[src/rtl/dtc_pkg.sv]
// Shared constants and the per-level pipeline record for the programmable decision-tree
// classifier.
package dtc_pkg;

    localparam int unsigned N_FEAT  = 12;
    localparam int unsigned DEPTH   = 4;
    localparam int unsigned CLASS_W = 1;
    localparam int unsigned FIDX_W  = $clog2(N_FEAT);
    localparam int unsigned CFG_W   = (FIDX_W > CLASS_W) ? FIDX_W : CLASS_W;
    localparam int unsigned N_LEAF  = 2 ** DEPTH;

    // idx is wide enough for the child index leaving the last level.
    typedef struct packed {
        logic              valid;
        logic [N_FEAT-1:0] feat;
        logic [DEPTH:0]    idx;
    } stage_t;

    // Heap descent: left child is 2*idx, right child is 2*idx+1.
    function automatic logic [DEPTH:0] child_idx(input logic [DEPTH:0] idx, input logic b);
        return (idx << 1) | {{DEPTH{1'b0}}, b};
    endfunction

endpackage

[src/rtl/dtc_level_stage.sv]
// One tree level: holds a sample, looks up its node's feature index and descends one level.
module dtc_level_stage
    import dtc_pkg::*;
#(
    parameter int unsigned LEVEL = 0
) (
    input  logic              clk,
    input  logic              rst,
    input  logic              en,
    input  stage_t            d,
    input  logic [FIDX_W-1:0] node_tab [N_LEAF],
    output stage_t            nxt,
    output logic              vld
);

    stage_t            q;
    logic [DEPTH-1:0]  node;
    logic [FIDX_W-1:0] fsel;
    logic              b;

    always_ff @(posedge clk) begin
        if (rst) begin
            q <= '0;
        end else if (en) begin
            q <= d;
        end
    end

    // At this level only the low LEVEL+1 index bits can be non-zero.
    always_comb begin
        node    = DEPTH'(q.idx[LEVEL:0]);
        fsel    = node_tab[node];
        b       = q.feat[fsel];
        nxt     = q;
        nxt.idx = child_idx(q.idx, b);
    end

    assign vld = q.valid;

endmodule

[src/rtl/dtc_pipe_classifier.sv]
// Pipelined binary decision-tree classifier with run-time programmable node and leaf tables;
// one tree level per stage, valid/ready on both sides.
module dtc_pipe_classifier
    import dtc_pkg::*;
(
    input  logic               clk,
    input  logic               rst,
    input  logic               in_valid,
    output logic               in_ready,
    input  logic [N_FEAT-1:0]  inp,
    output logic               out_valid,
    input  logic               out_ready,
    output logic [CLASS_W-1:0] outp,
    input  logic               cfg_we,
    input  logic               cfg_leaf,
    input  logic [DEPTH-1:0]   cfg_addr,
    input  logic [CFG_W-1:0]   cfg_data,
    output logic               cfg_err,
    output logic               busy
);

    localparam logic [DEPTH:0] ROOT_IDX = 'd1;

    logic [FIDX_W-1:0]  node_tab [N_LEAF];
    logic [CLASS_W-1:0] leaf_tab [N_LEAF];
    stage_t             chain    [DEPTH+1];
    logic [DEPTH-1:0]   stage_vld;
    logic               en;
    logic               cfg_ok;
    logic               unused_last;

    // Every stage advances together; a stalled output freezes the whole pipe.
    assign en       = !out_valid || out_ready;
    assign in_ready = en && !rst;
    assign busy     = (|stage_vld) || out_valid;

    assign chain[0] = '{valid: in_valid, feat: inp, idx: ROOT_IDX};

    for (genvar s = 0; s < DEPTH; s++) begin : g_level
        dtc_level_stage #(
            .LEVEL(s)
        ) u_stage (
            .clk      (clk),
            .rst      (rst),
            .en       (en),
            .d        (chain[s]),
            .node_tab (node_tab),
            .nxt      (chain[s+1]),
            .vld      (stage_vld[s])
        );
    end

    // Past the last level only the leaf number matters.
    assign unused_last = ^{chain[DEPTH].feat, chain[DEPTH].idx[DEPTH]};

    always_ff @(posedge clk) begin
        if (rst) begin
            out_valid <= 1'b0;
            outp      <= '0;
        end else if (en) begin
            out_valid <= chain[DEPTH].valid;
            if (chain[DEPTH].valid) begin
                outp <= leaf_tab[chain[DEPTH].idx[DEPTH-1:0]];
            end
        end
    end

    // A sample offered in the same cycle always beats a table write.
    always_comb begin
        cfg_ok = !busy && !in_valid;
        if (!cfg_leaf && (cfg_addr == '0 || 32'(cfg_data) >= N_FEAT)) begin
            cfg_ok = 1'b0;
        end
    end

    always_ff @(posedge clk) begin
        if (rst) begin
            for (int i = 0; i < N_LEAF; i++) begin
                node_tab[i] <= '0;
                leaf_tab[i] <= '0;
            end
            cfg_err <= 1'b0;
        end else begin
            cfg_err <= cfg_we && !cfg_ok;
            if (cfg_we && cfg_ok) begin
                if (cfg_leaf) begin
                    leaf_tab[cfg_addr] <= cfg_data[CLASS_W-1:0];
                end else begin
                    node_tab[cfg_addr] <= cfg_data[FIDX_W-1:0];
                end
            end
        end
    end

endmodule

[config.mk]
export PLATFORM = sky130hd
export DESIGN_NAME = dtc_pipe_classifier
export DESIGN_NICKNAME = d
export VERILOG_FILES = /design/src/rtl/dtc_pkg.sv /design/src/rtl/dtc_level_stage.sv /design/src/rtl/dtc_pipe_classifier.sv
export SDC_FILE = /design/constraint.sdc
export NUM_CORES = 1
export LEC_CHECK = 0
export ABC_CLOCK_PERIOD_IN_PS = 3900
export BUFFER_PORTS_ARGS = -buffer_cell sky130_fd_sc_hd__buf_2
export CORE_MARGIN = 5
export CORE_UTILIZATION = 30
export CTS_CLUSTER_DIAMETER = 60
export DETAILED_ROUTE_END_ITERATION = 10
export GPL_TIMING_DRIVEN = 0
export PLACE_DENSITY = 0.42
export SETUP_SLACK_MARGIN = 0.2
export SLEW_MARGIN = 20
export SYNTH_ARGS = -nofsm -noshare
export SYNTH_HDL_FRONTEND = slang
export SYNTH_SLANG_ARGS = --single-unit
[constraint.sdc]
create_clock -name clk -period 3.9 [get_ports clk]
set_input_delay 0.39 -clock clk [delete_from_list [all_inputs] [get_ports clk]]
set_output_delay 0.39 -clock clk [all_outputs]
set_load 0.1 [all_outputs]
==> flow_metrics.tcl <==
set metrics [dict create \
    outcome "complete, no violations" \
    grt_overflow 0 \
    path_clk_slew_ns 0.06 \
    clk_latency_ns 0.42 \
    final_util_pct 35.2 \
    synth_top_area_share_pct 37.6 \
    clock_path_buffers 2 \
    fillers 2374 \
    die_area_mm2 0.0260 \
    finalHoldViolations 0 \
    fp-row-count 55 \
    grt_pass1_vias 5644 \
    path_max_fanout 10 \
    required_ns 4.20 \
    setup_violations 0 \
    synth-main-ff-cell "dfxtp_1" \
    cts_tree "yes" \
    firstDrtPassIters 5 \
    worst_slew_pin_slew_ns 1.14 \
    syn_inst 751 \
    die_h_um 161 \
    slew_headroom_pct 23.5 \
    routedWlPerCell_um 18.8 \
    ys_seq_area_share_pct 44.5 \
    drt-initial-drc-count 352 \
    antenna_found_initial 0 \
    synthAdderAreaFrac_pct 0 \
    leakagePower_nw 2.87 \
    cts_made_buffers 17 \
    vdd_drop_max_mv 0.243 \
    synth_edf_count 16 \
    synth_cell_types 44 \
    cap_violations 0 \
    synth_top_family_by_area "multiplexers" \
    muxShareOfSynthArea_pct 19.7 \
    ioPinCount 31 \
    async_flop_share_pct 0 \
    synth.most_common_cell "nand2_1" \
    end_kind "register" \
    initial_core_util_pct 30.5 \
    rsz0062_at_grt "false" \
    synth_compound_area_share_pct 12.4 \
    cts_sinks 145 \
    arrival_ns 3.61 \
    ys_ff_latch 145 \
    power_density_mw_per_mm2 427 \
    synth_area_mm2 0.00688 \
    syn_to_final_growth_pct 15.5 \
    ctsHoldBuffers 0 \
    grt_pass1_wl_um 32600 \
    vias_per_cell 5.10 \
    n_antenna_cell 0 \
    drive_above_1_share_pct 13.5 \
    avgSynthCellArea_um2 9.15 \
    dpl.hpwl_um 15700 \
    tns_ns 0 \
    yosys.area_share.simple_pct 19.6 \
    clock-root-buffer "clkbuf_16" \
    gp_congestion 0.815 \
    post-route-drc-count 0 \
    core-area_mm2 0.0226 \
    synth_fp_nets 777 \
    ctsResizeCount 0 \
    numPortBuffers 26 \
    fin_crit_sh_pct 85.0 \
    cts_setup_buffers 0 \
    grt_max_degree 17 \
    ant_nets 0 \
    crit_type "reg -> reg" \
    h-tree-depth 4 \
    slew_viol_final 0 \
    final.min_clock_period_ns 3.31 \
    hold_class "in -> reg" \
    yosys_warnings 0 \
    synth_common_cells "nand2_1, dfxtp_1, a21oi_1" \
    finalClockSkew_ns 0.00934 \
    netlist_top_cells_area "dfxtp_1, mux4_2, nand2_1, a21oi_1, edfxtp_1" \
    vias 5581 \
    cp-start-kind "register" \
    die_w_um 161 \
    final_nets 822 \
    fmax_mhz 302 \
    synth_xor_area_share_pct 0 \
    dpl_cell_area_mm2 0.00736 \
    globalRouteTotalUtil_pct 16.2 \
    r2r_setup_slack_ns 0.59 \
    seqCellArea_mm2 0.00306 \
    multi_input_area_mm2 0.00355 \
    drt_wl_total_um 20600 \
    yosysTopAreaCell "dfxtp_1" \
    final_cell_area_mm2 0.00794 \
]
[worst paths after layout]
check	end	cells after the start	start
hold / removal	g_level[0].u_stage.nxt[8]$_SDFFE_PP0N_	3	inp[3]
hold reg to reg	g_level[3].u_stage.nxt[14]$_SDFFE_PP0N_	2	g_level[3].u_stage.nxt[14]$_SDFFE_PP0N_
setup / recovery	outp$_SDFFE_PP0P_	10	g_level[3].u_stage.node[1]$_SDFFE_PP0N_
setup reg to reg	outp$_SDFFE_PP0P_	10	g_level[3].u_stage.node[1]$_SDFFE_PP0N_
[critical path: stages, from the launching register on]
cell and delay (ns):
dfxtp_1 0.50, buf_6 0.24, mux4_2 0.52, mux2i_1 0.41, nand2_1 0.20, a31oi_1 0.19, nand2_1 0.07, a32oi_1 0.40
a21oi_1 0.15, a2111oi_2 0.40, nor4b_2 0.09
[metrics by stage]
step           setup WS, ns  power (mW)  hold WS (ns)  cells
6_report              0.586        3.39         0.201   1094
3_3_place_gp          0.619        1.80         0.441   1062
5_1_grt               0.353        3.52         0.192   1094
3_5_place_dp          0.631        1.80         0.445   1062
4_1_cts               0.618        3.43         0.187   1094
2_1_floorplan         0.633        1.73         0.428    751
[cells by family after synthesis]
family	Yosys count
buffers and inverters	63
AO/OA/AOI/OAI	146
AND/OR/NAND/NOR	312
multiplexers	85
flip-flops	145
[final cells by class]
cell class | instances | area share [%]
Clock inverter | 14 | 1.80
Sequential cell | 145 | 38.6
Tap cell | 285 | 4.49
Multi-Input combinational cell | 543 | 44.7
Clock buffer | 18 | 5.53
Timing Repair Buffer | 26 | 1.64
Buffer | 63 | 3.28
[power by group]
group | switching, mW | internal [mW]
registers | 0.0226 | 1.54
clock network | 0.707 | 0.917
logic | 0.143 | 0.0659
[flip-flops by register name, indices dropped and copies added, names as in the netlist]
register,count
g_level.u_stage.vld,4
g_level.u_stage.nxt,48
g_level.u_stage.node,10
node_tab,64
out_valid,1
cfg_err,1
leaf_tab,16
outp,1
[per-layer routing]
layer | track usage (%) | routed length, µm | vias to the layer above
li1 | - | - | 2734
met1 | 21.4 | 9670 | 2754
met2 | 27.2 | 10100 | 75
met3 | 3.16 | 524 | 18
met4 | 4.50 | 326 | 0
met5 | 0 | 0 | -
[placed cells by master (no fill, tap or decap), types with 3 or more instances in the layout]
| cell type | n |
|---|---|
| mux4_1 | 3 |
| clkbuf_1 | 46 |
| and2_1 | 3 |
| nor3b_1 | 3 |
| clkbuf_16 | 17 |
| nand2_1 | 176 |
| a211oi_1 | 6 |
| nand3_1 | 45 |
| buf_2 | 30 |
| dfxtp_1 | 129 |
| nand2b_1 | 3 |
| buf_1 | 10 |
| inv_6 | 7 |
| o21ai_0 | 4 |
| nand3b_1 | 3 |
| a31oi_1 | 3 |
| nor2b_1 | 15 |
| clkinv_4 | 3 |
| mux2i_1 | 43 |
| o21bai_1 | 16 |
| nor2_1 | 56 |
| edfxtp_1 | 16 |
| mux4_2 | 34 |
| a21oi_1 | 103 |
(Power assumes the default switching activity.)
